==> config.mk <==
export PLATFORM = sky130hd
export DESIGN_NAME = dcache_line_mover
export DESIGN_NICKNAME = d
export VERILOG_FILES = /design/src/rtl/dcache_line_mover.sv
export SDC_FILE = /design/constraint.sdc
export NUM_CORES = 1
export LEC_CHECK = 0
export ABC_AREA = 1
export BUFFER_PORTS_ARGS = -buffer_cell sky130_fd_sc_hd__buf_2
export CAP_MARGIN = 5
export CORE_AREA = 2 2 312 314
export CTS_CLUSTER_SIZE = 25
export DETAILED_ROUTE_END_ITERATION = 10
export DIE_AREA = 0 0 314 316
export GPL_TIMING_DRIVEN = 0
export HOLD_SLACK_MARGIN = 0.05
export SYNTH_ARGS = -nofsm -noshare
export SYNTH_HDL_FRONTEND = slang
export SYNTH_SLANG_ARGS = --single-unit
export TNS_END_PERCENT = 100
==> constraint.sdc <==
create_clock -name clk -period 3.2 [get_ports clk]
set_clock_uncertainty 0.05 [all_clocks]
set_input_delay 0.16 -clock clk [delete_from_list [all_inputs] [get_ports clk]]
set_output_delay 0.16 -clock clk [all_outputs]
set_load 0.01 [all_outputs]
==> src/rtl/dcache_line_mover.sv <==
// Moves 256-bit lines between data-cache port B and a 64-bit memory bus (writeback, refill).
// DCACHE_WB_SKIP_CLEAN_EN skips clean beats/lines on writeback; writes stall on mem_wready, reads have no back-pressure.
module dcache_line_mover #(
  parameter int LINE_AW = 10,
  parameter int MEM_AW  = 32
) (
  input  logic               clk,
  input  logic               rst_n,
  input  logic               wb_start,
  input  logic               rf_start,
  input  logic [LINE_AW-1:0] line_idx,
  input  logic [MEM_AW-6:0]  mem_line,
  output logic               busy,
  output logic               wb_done,
  output logic               rf_done,
  output logic [LINE_AW-1:0] addrb,
  output logic               enb,
  output logic               web,
  output logic               op,
  output logic [255:0]       dinb,
  input  logic [255:0]       doutb,
  input  logic [31:0]        dirtyb,
  output logic               mem_wvalid,
  input  logic               mem_wready,
  output logic [MEM_AW-1:0]  mem_waddr,
  output logic [63:0]        mem_wdata,
  output logic [7:0]         mem_wstrb,
  output logic               mem_wlast,
  output logic               mem_arvalid,
  input  logic               mem_arready,
  output logic [MEM_AW-1:0]  mem_araddr,
  input  logic               mem_rvalid,
  input  logic [63:0]        mem_rdata
);

  typedef enum logic [2:0] {
    IDLE, WB_RD, WB_CAP, WB_SEND, WB_CLR, RF_AR, RF_DATA, RF_WR
  } state_t;

  state_t             state, state_nxt;
  logic [1:0]         beat;
  logic [LINE_AW-1:0] idx_q;
  logic [MEM_AW-6:0]  line_q;
  logic [255:0]       line_buf;
  logic [31:0]        dirty_buf;
  logic               rf_pend;
  logic               wb_done_q, rf_done_q;
  logic [63:0]        beat_dat;
  logic [7:0]         beat_strb;
  logic [1:0]         last_beat;
  logic               beat_skip, skip_all, beat_adv, wb_fin;

  assign beat_dat  = line_buf[{beat, 6'd0} +: 64];
  assign beat_strb = dirty_buf[{beat, 3'd0} +: 8];

`ifdef DCACHE_WB_SKIP_CLEAN_EN
  // Highest beat carrying any dirty byte; that beat carries mem_wlast.
  always_comb begin
    last_beat = 2'd0;
    for (int k = 0; k < 4; k++) begin
      if (dirty_buf[8*k +: 8] != 8'h00) last_beat = 2'(k);
    end
  end
  assign skip_all  = (dirtyb == 32'h0);
  assign beat_skip = (beat_strb == 8'h00);
`else
  assign last_beat = 2'd3;
  assign skip_all  = 1'b0;
  assign beat_skip = 1'b0;
`endif

  always_comb begin
    state_nxt   = state;
    enb         = 1'b0;
    web         = 1'b0;
    op          = 1'b0;
    mem_wvalid  = 1'b0;
    mem_wlast   = 1'b0;
    mem_arvalid = 1'b0;
    beat_adv    = 1'b0;
    case (state)
      IDLE: begin
        if (wb_start)      state_nxt = WB_RD;
        else if (rf_start) state_nxt = RF_AR;
      end
      WB_RD: begin
        enb       = 1'b1;
        state_nxt = WB_CAP;
      end
      WB_CAP: begin
        if (skip_all) state_nxt = rf_pend ? RF_AR : IDLE;
        else          state_nxt = WB_SEND;
      end
      WB_SEND: begin
        mem_wvalid = !beat_skip;
        mem_wlast  = !beat_skip && (beat == last_beat);
        beat_adv   = beat_skip || mem_wready;
        if (beat_adv && (beat == last_beat)) state_nxt = WB_CLR;
      end
      // Port B still presents the WB_RD read, so op=0 clears exactly the bytes just sent.
      WB_CLR: begin
        enb       = 1'b1;
        web       = 1'b1;
        state_nxt = rf_pend ? RF_AR : IDLE;
      end
      RF_AR: begin
        mem_arvalid = 1'b1;
        if (mem_arready) state_nxt = RF_DATA;
      end
      RF_DATA: begin
        if (mem_rvalid && (beat == 2'd3)) state_nxt = RF_WR;
      end
      RF_WR: begin
        enb       = 1'b1;
        web       = 1'b1;
        op        = 1'b1;
        state_nxt = IDLE;
      end
      default: state_nxt = IDLE;
    endcase
  end

  assign wb_fin = (state == WB_CLR) || ((state == WB_CAP) && skip_all);

  always_ff @(posedge clk or negedge rst_n) begin
    if (!rst_n) begin
      state     <= IDLE;
      beat      <= 2'd0;
      idx_q     <= '0;
      line_q    <= '0;
      line_buf  <= '0;
      dirty_buf <= '0;
      rf_pend   <= 1'b0;
      wb_done_q <= 1'b0;
      rf_done_q <= 1'b0;
    end else begin
      state     <= state_nxt;
      wb_done_q <= wb_fin;
      rf_done_q <= (state == RF_WR);
      case (state)
        IDLE: begin
          if (wb_start || rf_start) begin
            idx_q   <= line_idx;
            line_q  <= mem_line;
            rf_pend <= wb_start && rf_start;
          end
        end
        WB_CAP: begin
          line_buf  <= doutb;
          dirty_buf <= dirtyb;
          beat      <= 2'd0;
        end
        WB_SEND: begin
          if (beat_adv) beat <= beat + 2'd1;
        end
        RF_AR: begin
          beat    <= 2'd0;
          rf_pend <= 1'b0;
        end
        RF_DATA: begin
          if (mem_rvalid) begin
            line_buf[{beat, 6'd0} +: 64] <= mem_rdata;
            beat                         <= beat + 2'd1;
          end
        end
        default: ;
      endcase
    end
  end

  assign busy        = (state != IDLE);
  assign wb_done     = wb_done_q;
  assign rf_done     = rf_done_q;
  assign addrb       = idx_q;
  assign dinb        = line_buf;
  assign mem_waddr   = {line_q, beat, 3'b000};
  assign mem_wdata   = beat_dat;
  assign mem_wstrb   = beat_strb;
  assign mem_araddr  = {line_q, 5'b00000};

endmodule

### Yosys cells after proc, flatten, opt, wreduce, memory -nomap -nowiden

Index checks and enable logic that the tools add are counted.

| word-level totals | value |
|---|---|
| register bits | 333 |
| bits of input ports | 396 |
| output and inout port bits | 411 |

| cells by class | value |
|---|---|
| $add $sub $neg | 2 |
| equal/unequal tests | 15 |
| shift-type cells | 4 |
| muxes and demuxes | 22 |
| reductions and logical operators | 17 |

Operator list:

| operator | count |
|---|---|
| 256-bit one-hot mux with 2 select lines | 1 |
| 256-bit bitwise mux | 1 |
| 256-bit 2-to-1 mux | 1 |
| 64-bit by 10-bit variable shift with 256-bit output (first input constant) | 1 |
| 256-bit by 9-bit indexed part select with 64-bit output | 1 |
| 64-bit by 10-bit indexed part select with 256-bit output | 1 |
| 32-bit by 6-bit indexed part select with 8-bit output | 1 |
| 3-bit one-hot mux with 8 select lines | 1 |
| 3-bit 2-to-1 mux | 6 |
| 3-bit == test (second input constant) | 4 |
| 2-bit != test (second input constant) | 6 |
| 8-bit negation with 10-bit output | 1 |
| 1-bit 2-to-1 mux | 8 |
| 3-bit by 2-bit == test with 1-bit output (second input constant) | 2 |
| 2-bit one-hot mux with 3 select lines | 1 |
| 2-bit AND reduction | 3 |
| 3-bit nonzero test | 2 |
| 2-bit 2-to-1 mux | 2 |
| 4-bit AND reduction | 1 |
| 2-bit nonzero test | 2 |
| 2-bit OR reduction | 2 |
| 3-bit by 1-bit == test with 1-bit output (second input constant) | 1 |
| 1-bit logical AND | 3 |
| 3-bit zero test | 1 |
| other kinds (7) | 7 |

### Longest topological paths before layout

| depth | value |
|---|---|
| depth in word-level cells | 5 |
| gate-level depth with buffers | 14 |
| depth with buffers taken out | 9 |

### Worst setup path before layout

Ideal clock, no wire load.

| timing | value |
|---|---|
| kind | register -> register |
| from | reg beat[1] |
| to | reg line_buf[152] (netlist: dinb[152]) |
| arrival | 2.476 ns |
| data required time | 3.033 ns |
| setup slack | 0.556 ns |
| stages on the path, launching flop included | 14 |
| path buffers | 5 |
| clock period less this slack | 2.644 ns |
| cells stage by stage | dfrtp_1 clkbuf_1 inv_1 clkbuf_1 clkbuf_1 ha_1 inv_1 nor2_4 nand2_1 clkbuf_1 clkbuf_1 o21ai_0 nand3_1 nand2_1 |

| on the way | value |
|---|---|
| longest elaborated chain between the ends | 5 |

Ends and longest elaborated chain:

| element | RTL line | text |
|---|---|---|
| start, declared | 41 | `logic [1:0] beat;` |
| start signal, assigned | 154 | `if (beat_adv) beat <= beat + 2'd1;` |
| start signal, assigned | 163 | `beat <= beat + 2'd1;` |
| 8-bit negation with 10-bit output (*) | 162 | `line_buf[{beat, 6'd0} +: 64] <= mem_rdata;` |
| 64-bit by 10-bit indexed part select with 256-bit output / 64-bit by 10-bit variable shift with 256-bit output (equally long branches) | 162 |  |
| 256-bit bitwise mux (*) | 162 |  |
| 256-bit 2-to-1 mux (*) | 161 | `if (mem_rvalid) begin` |
| 256-bit one-hot mux with 2 select lines (*) | 140 | `case (state)` |
| end signal, assigned | 149 | `line_buf <= doutb;` |
| end signal, assigned by index | 162 |  |
| end, declared | 44 | `logic [255:0] line_buf;` |

Every way passes the cells marked *; elsewhere a longest branch is shown, timed or not. The select of a mux whose other input is x is not followed.
A chain may end at the register's enable or synchronous reset.

### Final worst setup path

| timing | value |
|---|---|
| from | reg beat[1] |
| to | out mem_wdata[32] |

| on the way | value |
|---|---|
| longest elaborated chain between the ends | 1 |

Ends and longest elaborated chain:

| element | RTL line | text |
|---|---|---|
| 256-bit by 9-bit indexed part select with 64-bit output | 53 | `assign beat_dat = line_buf[{beat, 6'd0} +: 64];` |
| end, declared | 26 | `output logic [63:0] mem_wdata,` |

No other way between the ends.

==> results.yml <==
timing:
  fmax_ghz: 0.3114
  worst_pin_slew_ns: 1.108
  hold_violations: 0
  slew_headroom_pct: 26.16
  maxSlewViolCount: 0
  postLayoutSetupSlackWorst_ns: -0.01096
  setup_viol: 1
  fin_crit_ns: 3.211
  post-route-period-util_pct: 100.3
layout:
  syn_to_final_growth_pct: 58.72
  drive_above_1_share_pct: 28.41
  final_common_cell: "nand2_1"
  fin_nets: 4470
  finish.utilization_pct: 32.78
  mostFrequentLayoutCells: "nand2_1 (961), buf_2 (851), dlygate4sd3_1 (400)"
synthesis:
  ys.flop_type: "dfrtp_1"
  yosys.area.top_type: "dfrtp_1"
  async_flop_share_pct: 100.0
  ys_seq_area_share_pct: 42.03
  synth_area_um2: 19830
  synth_area_per_cell_um2: 7.083
  yosysWarnings: 0
  synth_edf_count: 0
  post_synth_num_cell_types: 32
  synth_area_leaders: "dfrtp_1 (42%), nand2_1 (18%), o21ai_0 (5.0%)"
  synth_top_area_share_pct: 42.03
  ys_ff_latch: 333
  syn_inst: 2799
worst_setup_path:
  path_cells: "buf_12 -> inv_1 -> clkbuf_4 -> buf_16 -> clkbuf_1 -> o21ai_0 -> o22ai_1 -> buf_2"
  critPathMaxFanout: 10
  crit_family: "buffers and inverters"
  r2r_start: "beat[0]"
  startpoint_type: "flip-flop"
  path_buf_inv: 6
  cp_data_required_time_ns: 2.99
  path_class: "flip-flop to primary output"
  slowest_stage: "clkbuf_1"
  endpoint_kind: "primary output"
  reg2reg_depth: 11
  max_stage_delay_ns: 0.51
  reg2reg_slack_ns: 0.08
  cp_data_arrival_time_ns: 3.00
  rr_endpoint: "dinb[9]"
grt:
  grt_max_degree: 105
  grt_usage_pct: 26.16
  overflow: 0
  antenna_found_initial: 16
  grt_pass1_wl_um: 185000
  first_global_vias: 25030
drt:
  firstDrtPassIters: 6
  vias: 25680
  vias_per_cell: 4.770
  routed_wl_um: 135500
  drt_iter0_markers: 2848
  ant_nets: 0
  drc: 0
  wl_per_cell_um: 25.17
clock_network:
  cts_buffers: 43
  clockBufferDepth: 3
  path_clk_slew_ns: 0.06
  clock-sinks: 333
  h-tree-depth: 2
  root_buffer: "clkbuf_16"
  clk_latency_ns: 0.59
  cts_tree: "done"
die:
  die_w_um: 314
  die_h_um: 316
  core_area_um2: 95990
  num_io_pins: 807
  start_util_pct: 20.65
  die-area_um2: 99220
  num_rows: 114
run_status:
  status: "finished with violations"
  violations: "negative setup slack"
pwr:
  peakVddDrop_mv: 0.4743
  p_leak_nw: 16.54
  power-per-cell-area_nw_per_um2: 1120
job:
  timing.max_cap.violations: 0
place:
  routabilityCongestion: 0.9387
  hpwl_um: 101700
  portBuffers: 798
  post-place-ws_ns: -2.896
hold_path:
  min_path_type: "input port to async pin"
## stage by stage
stage                     setup TNS, ns  area (um2)  hold slack, ns  std cells  power (mW)
after floorplan                       0       19850         -0.1856       2806       18.45
after global placement         -2413.73       25440          0.3435       4880       28.63
final                          -0.01096       31470         0.05613       5383       35.24
after detailed placement        -522.28       25590         0.08245       4885       28.90
after CTS                    -0.0001079       31410         0.05171       5378       35.02
after global routing          -0.006743       31460         0.09162       5379       37.13
## registers in the layout, summed over array words and instances (netlist names)
signal     cells
state          3
rf_done        1
dirty_buf     32
line_q        27
rf_pend        1
addrb         10
wb_done        1
dinb         256
beat           2
## metal layers
layer | track usage, % | routed length, um | vias to the layer above
met2 | 42.71 | 61970 | 1656
li1 | - | - | 11380
met1 | 32.83 | 54560 | 12210
met4 | 13.78 | 7861 | 8
met5 | 0 | 49 | -
met3 | 4.926 | 11050 | 423
## layout make-up
| cell class | instances | area, um2 |
|---|---|---|
| fill | 10260 | 64530 |
| multi-input combinational | 1993 | 9325 |
| sequential | 333 | 8337 |
| timing repair buffer | 1218 | 8320 |
| tap | 1276 | 1597 |
| buffer | 235 | 1476 |
| clock buffer | 67 | 1339 |
| inverter | 244 | 924.6 |
| clock inverter | 11 | 135.1 |
| antenna | 6 | 15.01 |
## power breakdown
part | total, mW | internal, mW | leakage [nW] | switching [mW]
Clock | 5.22 | 3.11 | 0.725 | 2.11
Sequential | 8.50 | 6.39 | 3.98 | 2.12
Combinational | 21.5 | 7.25 | 11.8 | 14.3
## cell families after synthesis
logic type      Yosys count  share of synthesized area, %
flops                   333                         42.03
mux                      32                         1.818
buf+inv                 480                         11.22
fa+ha+maj                 6                        0.3786
other cells               1                       0.01891
compound gates          508                         15.18
simple gates           1439                         29.35
## how the worst max path moves through the flow
stage,startpoint,endpoint,cells after the start
2_1_floorplan,beat[1],dinb[152],13
4_1_cts,beat[0],dinb[175],13
3_5_place_dp,beat[0],dinb[168],13
5_1_grt,beat[0],dinb[9],11
6_report,beat[1],mem_wdata[32],8
3_3_place_gp,rst_n,dinb[155],1
## synthesized netlist by cell type, types with 20 or more instances
library cell  number
a21boi_1          92
buf_2             59
o21ai_0          199
clkbuf_1          93
or2_2             37
or2_1             21
o211ai_1          64
mux2_2            32
nand2_1          962
dfrtp_1          333
inv_1            236
o22ai_1           44
a21oi_1           85
nor2_1           252
buf_4             61
o21ai_1           20
nand3_1          151
## what timing repair did
action | 4_1_cts | 5_1_grt
setup endpoints to repair | 329 | 124
resized for setup | 70 | 33
endpoints found under the hold margin | 560 | 0
buffers inserted | 15 | 0
hold buffers | 400 | 0
pin swaps | 4 | 0
No activity file was read; power rests on OpenSTA's default activity.
